[src/rtl/pingpong_sample_ctrl_if.sv]
// ---------------------------------------------------------------------------
// pingpong_sample_ctrl_if
//
// Groups the codec-side, RAM-side and FFT-side signals of the ping-pong
// sample bank scheduler.
//   master : the scheduler itself. It drives the write/read strobes,
//            addresses, bank flags and counters.
//   slave  : the surrounding system. It drives enable, sample_valid and
//            fft_ready, and observes everything else.
// Parameters match the scheduler:
//   DEPTH_LOG2 : log2 of the number of samples per bank.
//   CNT_W      : width of the frame and drop counters.
// ---------------------------------------------------------------------------
interface pingpong_sample_ctrl_if #(
  parameter int DEPTH_LOG2 = 9,
  parameter int CNT_W      = 16
);
  // Codec / write side
  logic                  enable;
  logic                  sample_valid;
  logic                  wr_en;
  logic                  wr_bank;
  logic [DEPTH_LOG2-1:0] wr_addr;
  // FFT / read side
  logic                  fft_ready;
  logic                  fft_start;
  logic                  rd_en;
  logic                  rd_bank;
  logic [DEPTH_LOG2-1:0] rd_addr;
  logic                  rd_last;
  // Status
  logic [1:0]            bank_full;
  logic [CNT_W-1:0]      frame_count;
  logic [CNT_W-1:0]      drop_count;
  logic                  overflow;

  modport master (
    input  enable, sample_valid, fft_ready,
    output wr_en, wr_bank, wr_addr,
    output fft_start, rd_en, rd_bank, rd_addr, rd_last,
    output bank_full, frame_count, drop_count, overflow
  );

  modport slave (
    output enable, sample_valid, fft_ready,
    input  wr_en, wr_bank, wr_addr,
    input  fft_start, rd_en, rd_bank, rd_addr, rd_last,
    input  bank_full, frame_count, drop_count, overflow
  );
endinterface

[src/rtl/pingpong_sample_ctrl.sv]
// ---------------------------------------------------------------------------
// pingpong_sample_ctrl
//
// Scheduler for two audio sample banks feeding the FFT. Incoming codec
// samples are written into the bank that is free. Each bank that fills up
// is handed to the FFT as one contiguous read burst. The bank is then
// released. The block also counts delivered frames and dropped samples.
//
// Ports:
//   clk    : system clock, all logic on the rising edge.
//   reset  : synchronous, active-low reset.
//   bus    : pingpong_sample_ctrl_if.master. It carries:
//     enable, sample_valid        (in)  codec capture enable / sample strobe
//     wr_en, wr_bank, wr_addr     (out) bank write port; wr_en is combinational
//     fft_ready                   (in)  FFT can accept a new frame
//     fft_start                   (out) one-cycle pulse before each burst
//     rd_en, rd_bank, rd_addr,
//     rd_last                     (out) bank read burst
//     bank_full                   (out) per-bank full flags
//     frame_count                 (out) frames delivered, wraps
//     drop_count                  (out) samples dropped, saturates
//     overflow                    (out) sticky, set on the first drop
// ---------------------------------------------------------------------------
module pingpong_sample_ctrl #(
  parameter int DEPTH_LOG2 = 9,
  parameter int CNT_W      = 16
) (
  input  logic                   clk,
  input  logic                   reset,
  pingpong_sample_ctrl_if.master bus
);

  localparam logic [DEPTH_LOG2-1:0] ADDR_LAST = '1;

  typedef enum logic [1:0] {
    IDLE,
    START,
    READ,
    RELEASE
  } rd_state_e;

  // State registers
  rd_state_e             state_q,       state_d;
  logic                  wr_bank_q,     wr_bank_d;
  logic [DEPTH_LOG2-1:0] wr_addr_q,     wr_addr_d;
  logic                  rd_bank_q,     rd_bank_d;
  logic [DEPTH_LOG2-1:0] rd_addr_q,     rd_addr_d;
  logic [1:0]            bank_full_q,   bank_full_d;
  logic [CNT_W-1:0]      frame_count_q, frame_count_d;
  logic [CNT_W-1:0]      drop_count_q,  drop_count_d;
  logic                  overflow_q,    overflow_d;

  // Writer/reader handshake on the full flags
  logic                  wr_en;
  logic                  drop;
  logic [1:0]            set_full;
  logic [1:0]            clr_full;

  // -------------------------------------------------------------------------
  // Writer: fills wr_bank and marks it full on its last address.
  // -------------------------------------------------------------------------
  always_comb begin
    // NOTE: every signal written here gets a default first. Without it, any
    // path that skips an assignment would infer a latch.
    wr_bank_d    = wr_bank_q;
    wr_addr_d    = wr_addr_q;
    drop_count_d = drop_count_q;
    overflow_d   = overflow_q;
    set_full     = 2'b00;

    wr_en = bus.sample_valid & bus.enable & ~bank_full_q[wr_bank_q];
    drop  = bus.sample_valid & bus.enable &  bank_full_q[wr_bank_q];

    if (wr_en) begin
      if (wr_addr_q == ADDR_LAST) begin
        set_full[wr_bank_q] = 1'b1;
        wr_bank_d           = ~wr_bank_q;
        wr_addr_d           = '0;
      end else begin
        wr_addr_d = wr_addr_q + DEPTH_LOG2'(1);
      end
    end

    if (drop) begin
      overflow_d = 1'b1;
      if (drop_count_q != '1) begin
        drop_count_d = drop_count_q + CNT_W'(1);
      end
    end
  end

  // -------------------------------------------------------------------------
  // Reader FSM: waits for a full bank, then streams it to the FFT.
  // -------------------------------------------------------------------------
  always_comb begin
    state_d       = state_q;
    rd_bank_d     = rd_bank_q;
    rd_addr_d     = rd_addr_q;
    frame_count_d = frame_count_q;
    clr_full      = 2'b00;

    unique case (state_q)
      IDLE: begin
        if (bank_full_q[rd_bank_q] && bus.fft_ready) begin
          state_d = START;
        end
      end
      // fft_ready is deliberately not rechecked once a frame is committed.
      START: begin
        rd_addr_d = '0;
        state_d   = READ;
      end
      READ: begin
        if (rd_addr_q == ADDR_LAST) begin
          rd_addr_d = '0;
          state_d   = RELEASE;
        end else begin
          rd_addr_d = rd_addr_q + DEPTH_LOG2'(1);
        end
      end
      RELEASE: begin
        clr_full[rd_bank_q] = 1'b1;
        rd_bank_d           = ~rd_bank_q;
        frame_count_d       = frame_count_q + CNT_W'(1);
        state_d             = IDLE;
      end
      default: state_d = IDLE;
    endcase
  end

  // The banks alternate strictly. A writer set and a reader clear in the
  // same cycle therefore always target different bits, and both apply.
  assign bank_full_d = (bank_full_q & ~clr_full) | set_full;

  // -------------------------------------------------------------------------
  // State registers, synchronous active-low reset.
  // -------------------------------------------------------------------------
  always_ff @(posedge clk) begin
    // NOTE: sequential state uses non-blocking assignments only. All flops
    // then update together at the edge, independent of statement order.
    if (!reset) begin
      state_q       <= IDLE;
      wr_bank_q     <= 1'b0;
      wr_addr_q     <= '0;
      rd_bank_q     <= 1'b0;
      rd_addr_q     <= '0;
      bank_full_q   <= 2'b00;
      frame_count_q <= '0;
      drop_count_q  <= '0;
      overflow_q    <= 1'b0;
    end else begin
      state_q       <= state_d;
      wr_bank_q     <= wr_bank_d;
      wr_addr_q     <= wr_addr_d;
      rd_bank_q     <= rd_bank_d;
      rd_addr_q     <= rd_addr_d;
      bank_full_q   <= bank_full_d;
      frame_count_q <= frame_count_d;
      drop_count_q  <= drop_count_d;
      overflow_q    <= overflow_d;
    end
  end

  // -------------------------------------------------------------------------
  // Outputs. Only wr_en is combinational from inputs. The read-side strobes
  // decode the registered state, so reset forces them low.
  // -------------------------------------------------------------------------
  assign bus.wr_en       = wr_en;
  assign bus.wr_bank     = wr_bank_q;
  assign bus.wr_addr     = wr_addr_q;
  assign bus.fft_start   = (state_q == START);
  assign bus.rd_en       = (state_q == READ);
  assign bus.rd_bank     = rd_bank_q;
  assign bus.rd_addr     = rd_addr_q;
  assign bus.rd_last     = (state_q == READ) && (rd_addr_q == ADDR_LAST);
  assign bus.bank_full   = bank_full_q;
  assign bus.frame_count = frame_count_q;
  assign bus.drop_count  = drop_count_q;
  assign bus.overflow    = overflow_q;

endmodule

[src/flat_wrapper.sv]
// flat-port wrapper written by rule: the top's interface ports become plain ports
module pingpong_sample_ctrl_flat 
#(
  parameter int DEPTH_LOG2 = 9,
  parameter int CNT_W      = 16
)
  (clk, reset, bus_enable, bus_sample_valid, bus_fft_ready, bus_wr_en, bus_wr_bank, bus_wr_addr, bus_fft_start, bus_rd_en, bus_rd_bank, bus_rd_addr, bus_rd_last, bus_bank_full, bus_frame_count, bus_drop_count, bus_overflow);
  pingpong_sample_ctrl_if #(.DEPTH_LOG2(DEPTH_LOG2), .CNT_W(CNT_W)) bus_i ();
  input  logic clk;
  input  logic reset;
  input wire logic [$bits(bus_i.enable)-1:0] bus_enable;
  input wire logic [$bits(bus_i.sample_valid)-1:0] bus_sample_valid;
  input wire logic [$bits(bus_i.fft_ready)-1:0] bus_fft_ready;
  output wire logic [$bits(bus_i.wr_en)-1:0] bus_wr_en;
  output wire logic [$bits(bus_i.wr_bank)-1:0] bus_wr_bank;
  output wire logic [$bits(bus_i.wr_addr)-1:0] bus_wr_addr;
  output wire logic [$bits(bus_i.fft_start)-1:0] bus_fft_start;
  output wire logic [$bits(bus_i.rd_en)-1:0] bus_rd_en;
  output wire logic [$bits(bus_i.rd_bank)-1:0] bus_rd_bank;
  output wire logic [$bits(bus_i.rd_addr)-1:0] bus_rd_addr;
  output wire logic [$bits(bus_i.rd_last)-1:0] bus_rd_last;
  output wire logic [$bits(bus_i.bank_full)-1:0] bus_bank_full;
  output wire logic [$bits(bus_i.frame_count)-1:0] bus_frame_count;
  output wire logic [$bits(bus_i.drop_count)-1:0] bus_drop_count;
  output wire logic [$bits(bus_i.overflow)-1:0] bus_overflow;
  assign bus_i.enable = bus_enable;
  assign bus_i.sample_valid = bus_sample_valid;
  assign bus_i.fft_ready = bus_fft_ready;
  assign bus_wr_en = bus_i.wr_en;
  assign bus_wr_bank = bus_i.wr_bank;
  assign bus_wr_addr = bus_i.wr_addr;
  assign bus_fft_start = bus_i.fft_start;
  assign bus_rd_en = bus_i.rd_en;
  assign bus_rd_bank = bus_i.rd_bank;
  assign bus_rd_addr = bus_i.rd_addr;
  assign bus_rd_last = bus_i.rd_last;
  assign bus_bank_full = bus_i.bank_full;
  assign bus_frame_count = bus_i.frame_count;
  assign bus_drop_count = bus_i.drop_count;
  assign bus_overflow = bus_i.overflow;
  pingpong_sample_ctrl #(.DEPTH_LOG2(DEPTH_LOG2), .CNT_W(CNT_W)) u_core (.clk(clk), .reset(reset), .bus(bus_i));
endmodule
[config.mk]
export PLATFORM = sky130hd
export DESIGN_NAME = pingpong_sample_ctrl_flat
export DESIGN_NICKNAME = d
export VERILOG_FILES = /design/src/rtl/pingpong_sample_ctrl_if.sv /design/src/rtl/pingpong_sample_ctrl.sv /design/src/flat_wrapper.sv
export SDC_FILE = /design/constraint.sdc
export NUM_CORES = 1
export LEC_CHECK = 0
export BUFFER_PORTS_ARGS = -buffer_cell sky130_fd_sc_hd__buf_2
export CORE_ASPECT_RATIO = 0.75
export CORE_MARGIN = 2
export CORE_UTILIZATION = 33
export DETAILED_ROUTE_END_ITERATION = 12
export HOLD_SLACK_MARGIN = 0.15
export PLACE_DENSITY = 0.56
export SKIP_CTS_REPAIR_TIMING = 1
export SLEW_MARGIN = 0
export SYNTH_ARGS = -nofsm -noshare
export SYNTH_HDL_FRONTEND = slang
export SYNTH_SLANG_ARGS = --single-unit
[constraint.sdc]
create_clock -name clk -period 2.1 [get_ports clk]
set_clock_uncertainty 0.1 [all_clocks]
set_input_delay 0 -clock clk [delete_from_list [all_inputs] [get_ports clk]]
set_output_delay 0 -clock clk [all_outputs]
set_load 0.1 [all_outputs]
### Word-level counts from Yosys, hierarchy flattened

Index checks and enable logic that the tools add are counted.

* register bits after elaboration: 57
* output and inout bits: 59

* $lt $le $gt $ge: 4
* add/subtract/negate cells: 4
* equality and inequality tests: 8
* muxes and demuxes: 17
* bitwise gates (word level): 9
* reduce and logical (&&, ||, !) cells: 9

Operator list (number)
* adder 16 x 1 -> 16 bit, second input constant: 2
* adder 9 x 1 -> 9 bit, second input constant: 2
* equality test 9 bit, second input constant: 2
* two-way mux 9 bit: 2
* case mux 9 bit (2 select lines): 1
* inequality test 16 bit, second input constant: 1
* two-way mux 2 bit: 5
* case mux 2 bit (4 select lines): 1
* two-way mux 1 bit: 6
* AND reduction 2 bit: 3
* equality test 2 bit, second input constant: 2
* logical AND 1 bit: 4
* < comparator 1 x 2 -> 1 bit, second input constant: 2
* inequality test 2 x 1 -> 1 bit, second input constant: 2
* AND 1 bit: 3
* inverter 1 bit: 3
* AND 2 bit: 1
* demux 1 bit (select 1 bit): 2
* equality test 2 x 1 -> 1 bit, second input constant: 1
* greater-or-equal comparator 1 bit, second input constant: 2
* logical NOT 2 bit: 1
* inverter 2 bit: 1
* OR 2 bit: 1
* nonzero test 2 bit: 1

### Logic depth before layout (Yosys ltp)

* depth after elaboration: 8
* depth in mapped cells: 8
* mapped depth without buffers: 8

### Least setup slack after synthesis

Ideal clock, no wire load.

* kind: flip-flop to flip-flop
* start: register u_core.wr_bank_q, in the netlist u_core.bus.wr_bank
* end: register u_core.bank_full_q[1], in the netlist u_core.bus.bank_full[1]
* path slack: -1.478 ns
* arrival: 3.407 ns
* data required time: 1.929 ns
* path buffers: 1
* stages on the path, launching flop included: 6
* path through: dfxtp_1 -> buf_4 -> mux2_2 -> nor2_1 -> a32oi_1 -> nor2_1

* elaborated cells between the ends (all ways): 12
* classes of those cells: 2 x order compare; 6 x mux; 3 x bitwise; 1 x reduce/logical

RTL lines
* start: declaration: RTL line pingpong_sample_ctrl.sv:44 `logic wr_bank_q, wr_bank_d;`
* start signal: assignment: RTL line pingpong_sample_ctrl.sv:153 `wr_bank_q <= wr_bank_d;`
* two-way mux 1 bit (implied by the code) (2 in a row): RTL line pingpong_sample_ctrl.sv:71 `wr_en = bus.sample_valid & bus.enable & ~bank_full_q[wr_bank_q];`
* inverter 1 bit: RTL line pingpong_sample_ctrl.sv:71
* AND 1 bit: RTL line pingpong_sample_ctrl.sv:71
* via bus_wr_en: RTL line flat_wrapper.sv:14 `output wire logic [$bits(bus_i.wr_en)-1:0] bus_wr_en;`
* two-way mux 2 bit: RTL line pingpong_sample_ctrl.sv:74 `if (wr_en) begin`
* OR 2 bit: RTL line pingpong_sample_ctrl.sv:133 `assign bank_full_d = (bank_full_q & ~clr_full) | set_full;`
* end signal: assignment: RTL line pingpong_sample_ctrl.sv:157 `bank_full_q <= bank_full_d;`
* end: declaration: RTL line pingpong_sample_ctrl.sv:48 `logic [1:0] bank_full_q, bank_full_d;`

The timed path passes the listed nets, and every way through them passes these cells. The select of a mux whose other input is x is not followed.
A chain may end at the register's enable or synchronous reset.

### Worst setup path in the final report

* start: register u_core.rd_addr_q[0], in the netlist u_core.bus.rd_addr[0]
* end: output port bus_rd_last

* word-level cells in the longest chain between the ends: 2

Ends and longest elaborated chain
* start: declaration: RTL line pingpong_sample_ctrl.sv:47 `logic [DEPTH_LOG2-1:0] rd_addr_q, rd_addr_d;`
* start signal: assignment: RTL line pingpong_sample_ctrl.sv:156 `rd_addr_q <= rd_addr_d;`
* equality test 9 bit: RTL line pingpong_sample_ctrl.sv:175 `assign bus.rd_last = (state_q == READ) && (rd_addr_q == ADDR_LAST);`
* logical AND 1 bit: RTL line pingpong_sample_ctrl.sv:175
* end: declaration: RTL line flat_wrapper.sv:21 `output wire logic [$bits(bus_i.rd_last)-1:0] bus_rd_last;`

Every way passes these cells.

==> results by group <==
Timing
  • Slew @ Worst Pin: 0.587 ns
  • Final hold violation count: 0
  • RSZ-0062 raised after global routing: no
  • Slew HR: between 60% and 70%
  • Maximum operating frequency: roughly 510 MHz
  • Setup_tns: 0 ns
  • Max-slew violation count: 0
  • Final period util: 94.2%
  • Min Clock Period, post-route: a little under 2 ns
  • Final setup violation count: 0

Setup path
  • CP cell instances: ha_1 > nand3_1 > nor2_1 > ha_1 > and2_2 > buf_2
  • Cell family with most CP delay: adder cells
  • Element type at the critical path start: register
  • Crit path max-delay cell type: buf_2
  • Setup crit end: bus_rd_last
  • Internal reg-to-reg setup slack: 0.17 ns
  • Origin of the critical flop-to-flop path: u_core.bus.wr_bank$_SDFFE_PN0P_
  • CP Max Fanout: 4
  • WP depth: 6
  • Worst stage delay on the critical path: 0.41 ns
  • Arrival time worst endpoint: around 1.9 ns
  • Critical path endpoint category: output port
  • Worst Setup SP: u_core.bus.rd_addr[0]$_SDFFE_PN0P_
  • Most frequent CP cell: ha_1
  • Reg2Reg Depth: 4
  • Buffers & Inverters on Critical Path: 1
  • R2R Path End: u_core.bus.drop_count[7]$_SDFFE_PN0P_
  • CP Class: reg -> out
  • Worst EP required: 2.00 ns

Power
  • Sw Ratio: between 30 and 40%
  • Sequential Power Share: 45.8%
  • Comb pwr share: around 16%
  • Clk pwr share: approximately 38%
  • Pleak: 0.00135 uW
  • Pwr/cell area: 708 nW/um^2
  • Net switching power: 763 uW
  • Pint: 1690 uW
  • Worst VDD drop: 802 uV

Cells and area
  • Layout Area Growth over Synthesis: 27.2%
  • Final #Nets: about 410
  • Diodes inserted: 0
  • Layout cells sized above 1: 31.0%
  • Fin util: 43.5%

Synthesis
  • Syn_nets: 338
  • Cell area after synthesis: 2720 um^2
  • Yosys warnings: 0
  • Mapped Avg Cell Area: between 8 and 9 um^2
  • Synth Register Bits: 57
  • Post-synthesis cell type count: 37
  • Main synth FF type: dfxtp_1
  • Post-synth EDFFs: 0
  • Synth async-reset ratio: 0%
  • Gate Count Post-Synth: 322
  • Seq/Total Area, Yosys: 41.9%

Die
  • Die height: 82.6 um
  • Core Box Area: 7950 um^2
  • Starting Density: 34.2%
  • Io pins: 64
  • Number of core rows: 28
  • Die area: approximately 9000 um^2
  • Die width: 109 um

GRT
  • GRT Overall Usage: 15.6%
  • Vias in the first global route: 2270
  • First-pass GRT wire length: between 10000 and 15000 um
  • Grt ovf: 0
  • Pin count of the biggest net entering global routing: 23
  • Initial antenna violation count: 0

Routing
  • Avg Vias per Cell: 5.06
  • DR pass1 iterations: 5
  • Final WL: slightly below 7000 um
  • DRT iter0 DRCs: 100
  • Post-DRT Antenna Nets: 0
  • DRC Markers: 0
  • DR WL/cell: about 13 um
  • Vias post-DR: 2557

Min path
  • HP Class: in -> reg

Outcome
  • Status: finished, final reports clean

CTS
  • CTS Sinks: 57
  • TritonCTS Buffers: 9
  • Clock-pin slew on the worst setup and hold paths: about 0.070 ns
  • Worst-Skew Late Latency: between 0.3 and 0.4 ns
  • Max clock buf depth: 2
  • H-tree levels: 3
  • CTS tree: yes
  • Clock root cell: clkbuf_8

Placed design
  • Port buffer count: 63
  • Post-DP HPWL: roughly 4800 um
  • Gpl congestion: 0.778

Job
  • Max cap viols: 0
-- worst min-delay path by stage --
stage / depth (start not counted) / end / from
after floorplan: 2 / u_core.bus.drop_count[6]$_SDFFE_PN0P_ / reset
after global placement: 2 / u_core.bus.drop_count[9]$_SDFFE_PN0P_ / reset
after detailed placement: 2 / u_core.bus.drop_count[9]$_SDFFE_PN0P_ / reset
after CTS: 2 / u_core.bus.drop_count[9]$_SDFFE_PN0P_ / reset
after global routing: 5 / u_core.state_q[1]$_SDFFE_PN0P_ / bus_fft_ready
final: 5 / u_core.state_q[1]$_SDFFE_PN0P_ / bus_fft_ready
-- cells by family after synthesis --
group                      after synthesis  synth area share (%)
AOI/OAI and AO/OA                       42                  9.06
xor gates and xnor gates                27                  8.69
adders and majority gates               11                  5.06
buffers and inverters                   22                  3.31
DFF                                     57                  41.9
muxes                                    9                  3.36
and+or+nand+nor                        154                  28.6
-- cell usage in the layout, fill, tap and decap left out, types with 8 or more instances in the layout --
cell type and count:
ha_1 11, dfxtp_2 26, dfxtp_1 22, inv_1 9, buf_2 63, nor2_1 39
nor3_1 9, a21oi_1 18, buf_4 8, o21ai_0 11, nand2_1 29, nand4_1 14
dfxtp_4 9, mux2i_1 8, nand3_1 19, xnor2_1 18, clkbuf_8 9, nor4_1 14
xor2_1 9
-- worst register-to-register path, cell delays in order (launching register included) --
cell,delay [ns]
dfxtp_4,0.37
mux2_2,0.37
nand3_1,0.36
or4_1,0.51
a21oi_1,0.16
-- power groups by stage --
stage / clock (uW) / sequential, uW / combinational (uW)
2_1_floorplan: 0 / 1240 / 230
3_3_place_gp: 0 / 1150 / 397
3_5_place_dp: 0 / 1150 / 398
4_1_cts: 966 / 1120 / 400
5_1_grt: 1010 / 1130 / 431
6_report: 927 / 1120 / 400
-- state kept, by name, indices dropped and copies added, names as in the netlist --
register                flops
u_core.bus.drop_count      16
u_core.bus.frame_count     16
u_core.bus.rd_addr          9
u_core.bus.wr_addr          9
u_core.bus.bank_full        2
u_core.state_q              2
u_core.bus.overflow         1
u_core.bus.rd_bank          1
u_core.bus.wr_bank          1
-- layout make-up --
type                            count  area, um^2
Fill cell                         817        4490
Multi-Input combinational cell    243        1510
Sequential cell                    57        1210
Timing Repair Buffer               74         405
Clock buffer                       13         160
Tap cell                          105         131
Inverter                           10        37.5
Clock inverter                      3        15.0
-- layer usage --
layer | wire length, um | GRT usage (%) | vias up
li1 | - | - | 1295
met1 | 3380 | 21.0 | 1197
met2 | 2920 | 24.0 | 61
met3 | 396 | 5.81 | 4
met4 | 45 | 3.46 | 0
met5 | 0 | 0 | -
-- synth_stat cells (all sizes together) (2+ instances only) --
master / n / area [um^2]
buf: 4 / 22.5
inv: 9 / 33.8
a21oi: 18 / 90.1
xnor2: 18 / 158
and2: 2 / 12.5
nand2b: 7 / 43.8
ha: 11 / 138
a21o: 2 / 15.0
o31ai: 4 / 30.0
and4: 3 / 26.3
dfxtp: 57 / 1140
or4: 6 / 48.8
nor4: 15 / 93.8
xor2: 9 / 78.8
nand2: 29 / 109
nor3: 9 / 45.0
or3: 5 / 31.3
nor2: 40 / 150
nand3: 19 / 95.1
nand4: 14 / 87.6
and3: 3 / 18.8
o21ai: 11 / 55.1
clkbuf: 8 / 30.0
mux2i: 8 / 80.1
-- stage by stage --
step | setup WS (ns) | cells | area (um^2) | total power, uW | hold slack (ns)
2_1_floorplan | 0.0137 | 322 | 2800 | 1470 | 0.0452
3_3_place_gp | 0.253 | 486 | 3260 | 1540 | 0.299
3_5_place_dp | 0.204 | 486 | 3260 | 1550 | 0.300
4_1_cts | 0.104 | 502 | 3430 | 2490 | -0.0556
5_1_grt | 0.0126 | 505 | 3460 | 2570 | 0.165
6_report | 0.121 | 505 | 3460 | 2450 | 0.105
No activity file was read; power rests on OpenSTA's default activity.
